File: src/rtl/gate_selftest_ctrl.sv
// rtl/gate_selftest_ctrl.sv - exhaustive truth-table sweep and checker for parallel 2-input gate implementations
module gate_selftest_ctrl #(
  parameter int N_IMPL = 3,
  parameter int SETTLE = 2
) (
  input  logic              clk,
  input  logic              rst,
  input  logic              start,
  input  logic              abort,
  input  logic [1:0]        op_sel,
  input  logic [N_IMPL-1:0] dut_y,
  output logic              dut_a,
  output logic              dut_b,
  output logic              busy,
  output logic              done,
  output logic              pass,
  output logic [N_IMPL-1:0] fail_mask,
  output logic [1:0]        fail_vec,
  output logic [2:0]        err_count
);

  typedef enum logic [2:0] {IDLE, DRIVE, SETTLE_WAIT, CHECK, FINISH} state_t;

  // DRIVE itself and CHECK each take one cycle, so the wait covers the rest.
  localparam logic [3:0] SETTLE_LOAD = (SETTLE > 1) ? 4'(SETTLE - 2) : 4'd0;

  state_t            state;
  state_t            state_nxt;
  logic [1:0]        k;
  logic [1:0]        op_q;
  logic [3:0]        cnt;
  logic              exp_bit;
  logic [N_IMPL-1:0] mismatch;

  always_comb begin
    state_nxt = state;
    case (state)
      IDLE:        if (start) state_nxt = DRIVE;
      DRIVE:       state_nxt = (SETTLE == 1) ? CHECK : SETTLE_WAIT;
      SETTLE_WAIT: if (cnt == 4'd0) state_nxt = CHECK;
      CHECK:       state_nxt = (k == 2'd3) ? FINISH : DRIVE;
      FINISH:      state_nxt = IDLE;
      default:     state_nxt = IDLE;
    endcase
    if (abort) state_nxt = IDLE;
  end

  // Case-equality so an X/Z implementation output is reported as a mismatch.
  always_comb begin
    exp_bit  = 1'b0;
    mismatch = '0;
    case (op_q)
      2'b00:   exp_bit = dut_a & dut_b;
      2'b01:   exp_bit = dut_a | dut_b;
      2'b10:   exp_bit = dut_a ^ dut_b;
      default: exp_bit = ~(dut_a & dut_b);
    endcase
    for (int i = 0; i < N_IMPL; i++) begin
      mismatch[i] = (dut_y[i] !== exp_bit);
    end
  end

  always_ff @(posedge clk) begin
    if (rst) begin
      state     <= IDLE;
      k         <= 2'd0;
      op_q      <= 2'd0;
      cnt       <= 4'd0;
      dut_a     <= 1'b0;
      dut_b     <= 1'b0;
      busy      <= 1'b0;
      done      <= 1'b0;
      pass      <= 1'b0;
      fail_mask <= '0;
      fail_vec  <= 2'd0;
      err_count <= 3'd0;
    end else begin
      state <= state_nxt;
      done  <= 1'b0;
      if (abort) begin
        // Partial fail_mask/fail_vec/err_count are kept for post-mortem.
        busy  <= 1'b0;
        pass  <= 1'b0;
        dut_a <= 1'b0;
        dut_b <= 1'b0;
        k     <= 2'd0;
      end else begin
        case (state)
          IDLE: begin
            if (start) begin
              busy      <= 1'b1;
              op_q      <= op_sel;
              k         <= 2'd0;
              pass      <= 1'b0;
              fail_mask <= '0;
              fail_vec  <= 2'd0;
              err_count <= 3'd0;
            end
          end
          DRIVE: begin
            {dut_a, dut_b} <= k;
            cnt            <= SETTLE_LOAD;
          end
          SETTLE_WAIT: cnt <= cnt - 4'd1;
          CHECK: begin
            fail_mask <= fail_mask | mismatch;
            if (|mismatch) begin
              err_count <= err_count + 3'd1;
              if (err_count == 3'd0) fail_vec <= k;
            end
            if (k != 2'd3) k <= k + 2'd1;
          end
          FINISH: begin
            done  <= 1'b1;
            busy  <= 1'b0;
            pass  <= (err_count == 3'd0);
            dut_a <= 1'b0;
            dut_b <= 1'b0;
          end
          default: ;
        endcase
      end
    end
  end

endmodule

File: config.mk
export PLATFORM = sky130hd
export DESIGN_NAME = gate_selftest_ctrl
export DESIGN_NICKNAME = d
export VERILOG_FILES = /design/src/rtl/gate_selftest_ctrl.sv
export SDC_FILE = /design/constraint.sdc
export NUM_CORES = 1
export LEC_CHECK = 0
export BUFFER_PORTS_ARGS = -buffer_cell sky130_fd_sc_hd__buf_4
export CAP_MARGIN = 20
export CORE_ASPECT_RATIO = 2
export CORE_MARGIN = 4
export CORE_UTILIZATION = 30
export DETAILED_ROUTE_END_ITERATION = 8
export GPL_TIMING_DRIVEN = 0
export PLACE_DENSITY_LB_ADDON = 0.05
export SETUP_SLACK_MARGIN = 0.1
export SYNTH_ARGS = -nofsm -noshare
export SYNTH_HDL_FRONTEND = slang
export SYNTH_SLANG_ARGS = --single-unit
File: constraint.sdc
create_clock -name clk -period 1.9 [get_ports clk]
set_input_delay 0.19 -clock clk [delete_from_list [all_inputs] [get_ports clk]]
set_output_delay 0.19 -clock clk [all_outputs]
set_load 0.02 [all_outputs]
# Word-level counts from Yosys, hierarchy flattened

Index checks and enable logic that the tools add are counted.

Word-level logic and storage cells: 78
Input bits: 9
Flip-flop bits (word level): 24

Bitwise gates (word level): 6
Equal/unequal tests: 16
Reductions and logical operators: 18
Multiplexer cells: 23
$add $sub $neg: 3

Operator list:

| cell                | number |
|---|---|
| $mux 3              | 5 |
| $ne 2x2->1 const B  | 6 |
| $pmux 3 s2          | 2 |
| $pmux 3 s4          | 1 |
| $reduce_and 3->1    | 3 |
| $mux 2              | 4 |
| $pmux 1 s2          | 4 |
| $pmux 2 s2          | 2 |
| $pmux 4 s2          | 1 |
| $reduce_bool 2->1   | 4 |
| $eq 3x2->1 const B  | 2 |
| $logic_not 3->1     | 2 |
| $reduce_and 2->1    | 3 |
| $reduce_and 5->1    | 1 |
| $eq 2x2->1 const B  | 2 |
| $logic_not 4->1     | 1 |
| $reduce_and 4->1    | 1 |
| $sub 4x1->4 const B | 1 |
| $add 3x1->3 const B | 1 |
| $eq 3x1->1 const B  | 1 |
| $eq 3x3->1 const B  | 1 |
| $mux 1              | 3 |
| $nex 1x1->1         | 3 |
| $or 3x3->3          | 1 |
| other kinds (10)    | 11 |

# Logic depth before layout (Yosys ltp)

Depth in word-level cells: 7
Depth in mapped cells: 7
Depth with buffers taken out: 7

# Least setup slack after synthesis

No wires, ideal clock.

Path kind: flip-flop to flip-flop
From: reg dut_a
To: reg err_count[0]
Stages on the path, launching flop included: 8
Data arrival time: 1894 ps
Buffers on the path: 0
Setup slack: -64 ps
Clock period less this slack: 1964 ps
Cell sequence: dfxtp_1 > inv_1 > ha_1 > or2_4 > a21boi_4 > nor4_2 > or4_1 > a21boi_1

Longest elaborated chain between the ends: 7
Elaborated cells on any way between the ends: 11

RTL lines:

| element                               | RTL line | source |
|---|---|---|
| from (decl)                           | 12       | `output logic dut_a,` |
| from (signal assigned)                | 101      | `{dut_a, dut_b} <= k;` |
| $and 1x1->1                           | 53, 56   |  |
| $not 1->1                             | 56       | `default: exp_bit = ~(dut_a & dut_b);` |
| $pmux 1 s3 (*)                        | 52       | `case (op_q)` |
| $nex 1x1->1                           | 59       | `mismatch[i] = (dut_y[i] !== exp_bit);` |
| $reduce_or 3->1 (*)                   | 107      | `if (\|mismatch) begin` |
| $ne 2x2->1 (no source line) (*)       | --       |  |
| $reduce_and 4->1 (no source line) (*) | --       |  |
| to (signal assigned)                  | 108      | `err_count <= err_count + 3'd1;` |
| to (decl)                             | 19       | `output logic [2:0] err_count` |

Every way passes the cells marked *; elsewhere a longest branch is shown, timed or not.
A chain may end at the register's enable or synchronous reset.

# Final worst setup path

Same ends and word-level chain as after synthesis.

==> impl_results.md <==
- Final setup margin: 0.1204 ns
- Area after DPL: 1562 um^2
- Clock sinks: 24
- Finished Layout Cells: 244
- Share of the clock period used by the worst path: 93.66%
- Unique masters post-synth: 48
- Worst Path Buf+Inv: 1
- Routed WL: 3395 um
- Number of synthesized flops with an enable pin: 0
- RSZ-0062 raised after global routing: true
- Mapped cell area: 1328 um^2
- Max Fclk: 0.5619 GHz
- ANT cells: 0
- Placement Setup Slack: -0.01200 ns
- Die area: 5618 um^2
- Leak: 0.6556 nW
- Most frequent cells after synthesis: 24 x dfxtp_1, 20 x nor2_1, 14 x nand2_1
- Syn avg cell area: 8.349 um^2
- PD cells: 594.7 nW/um^2
- Period minus WS final: 1.780 ns
- Core area: 4297 um^2
- Post-synthesis register bit count: 24
- Synth Warn #: 0
- CP max stage delay: 0.48 ns
- First-pass GRT wire length: 5409 um
- Slowest-stage cell, CP: or4_1
- Setup tns final: 0 ns
- Clk buf depth: 2
- Slew @ Worst Pin: 0.4863 ns
- Synth area leaders: dfxtp_1 36%, ha_1 5.7%, nor2_1 5.7%
- Max VDD drop: 0.3267 mV
- Max_slew headroom: 67.58%
- Total power: 0.001017 W
- GRT Total Usage: 13.42%
- Initial drt markers: 9
- Initial antenna violation count: 0
- Critical path cell sequence: inv_4, ha_4, and2b_4, nor3_4, o21a_2, or4_1, a21boi_1
- Count leader, synth: dfxtp_1
- Sequential element share of the synthesized area: 36.19%
- Routability cong.: 0.7313
- Final worst clock skew: 0.006779 ns
- Num ports: 22
- Critical path startpoint category: flop
- Wirelength per Cell: 13.91 um
- Worst setup EP type: flop
- Starting Density: 30.90%
- Final Cell Area: 1710 um^2
- Final Hold Fails: 0
- Kind of critical path: reg2reg
- Final setup viols: 0
- DR pass1 iterations: 4
- Crit Path Max Fanout: 5
- Kind of cell adding the most delay to the critical path: simple AND/OR/NAND/NOR gates
- Via count: 1219
- PortBufs: 20
- Ys async rst share: 0%
- Clk pin slew, worst setup/hold paths: 0.09 ns
- P&R area growth vs syn: 28.84%
- Final ANT Viol Nets: 0
- Syn_nets: 174
- Gr ovfl total: 0
- Drt via density: 4.996
- Hold Crit Class: in2reg
- Slew Viols, Final: 0
- Hold-fix buffers at CTS: 0
- CTS tree: done
- Clock latency on the worst-skew pair: 0.27 ns
- Dpl cells: 233
- Die H: 102.1 um
- Status: finished clean
- DP HPWL: 2697 um
- Largest net degree at the start of global routing: 14
- Num CTS Buffers: 3
- Vias in the first global route: 1211
- Synth area leader: dfxtp_1
- Share of post-route cells with drive strength above 1: 28.42%
- Top FF cell, synth: dfxtp_1
- # H-tree levels: 1
- Worst EP arrival: 1.99 ns
- Drt drc: 0
- Chip Width: 55.04 um
- Synth top area share: 36.19%
- Std-Cell Rows: 34
- Post-synthesis cell count: 159
- Clock root buffer: clkbuf_8
- MaxCap Viol Count: 0
- Final #Nets: 206
- CP required: 2.11 ns
[power by group]
group,switching [W],total (W),internal (W),leakage (nW)
sequential,0.0000128,0.000526,0.000513,0.196
combinational,0.0000785,0.000140,0.0000620,0.431
clock,0.000165,0.000351,0.000185,0.0288
total,0.000257,0.00102,0.000760,0.656
[cell usage in the layout, fill, tap and decap left out, drive strengths merged]
cell,count
buf,29
dfxtp,24
nor2,20
nand2,14
o21ai,12
a21oi,11
inv,10
clkbuf,7
o21a,6
ha,6
nor3,6
or3,5
mux2i,3
nor3b,3
or2,3
a21boi,3
nor4,3
nand3,2
o31ai,2
o211ai,2
xor2,2
a22o,2
a31oi,2
and2,1
and2b,1
nor2b,1
nand3b,1
or4,1
or4b,1
o211a,1
mux2,1
xnor2,1
a31o,1
nand2b,1
or3b,1
o31a,1
[worst paths after layout]
| kind | start | end | slack, ns | cells after the start |
|---|---|---|---|---|
| worst max-delay path | dut_a | err_count[0] | 0.12 | 7 |
| worst min-delay path | op_sel[1] | op_q[1] | 0.18 | 3 |
| worst max register to register | dut_a | err_count[0] | 0.12 | 7 |
| worst min register to register | busy | busy | 0.47 | 2 |
[state kept, by name (all words and copies together) (netlist names)]
name / cells
state: 3
dut_b: 1
cnt: 4
pass: 1
done: 1
k: 2
dut_a: 1
err_count: 3
busy: 1
fail_mask: 3
fail_vec: 2
op_q: 2
[final cells by class]
class	instances	area, um^2
plain buffers	6	35.03
fillers	459	2586
inverters	10	40.04
clock buffers	4	55.05
well taps	54	67.56
repair buffers	26	195.2
flip-flops and latches	24	488.0
multi-input cells	120	829.5
[stage by stage]
stage / utilization [%] / hold WS [ns]
final: 39.81 / 0.1776
after global placement: 36.34 / 0.4479
after global routing: 39.81 / 0.1667
after detailed placement: 36.34 / 0.4540
after CTS: 38.76 / 0.1687
after floorplan: - / 0.3260
[timing repair]
item / in CTS / in global routing
hold endpoints to repair: 0 / 0
gates cloned: 0 / 1
endpoints found under the setup margin: 4 / 8
setup buffers: 4 / 2
gates resized for setup: 3 / 7
pin swaps: 3 / 5
[worst reg2reg max path: stages, from the launching register on]
cell and delay [ns]:
dfxtp_4 0.37, inv_4 0.04, ha_4 0.13, and2b_4 0.26, nor3_4 0.06, o21a_2 0.25
or4_1 0.48, a21boi_1 0.14
[cells by family after synthesis]
logic type / count (synthesis) / share of synthesized area [%]
adder cells (fa/ha/maj): 6 / 5.655
buffers and inverters: 16 / 5.467
AND/OR/NAND/NOR: 63 / 26.01
XOR/XNOR: 3 / 1.980
flip-flops: 24 / 36.19
AO/OA/AOI/OAI: 43 / 21.58
multiplexers: 4 / 3.110
[metal layers]
layer  track usage, %  vias up  share of wire [%]
li1                 -      622                  -
met1            12.31      579                 35
met2            27.10       14                 61
met3            1.314        4                2.7
met4            5.618        0                1.3
met5                0        -                  0
(Power assumes the default switching activity.)
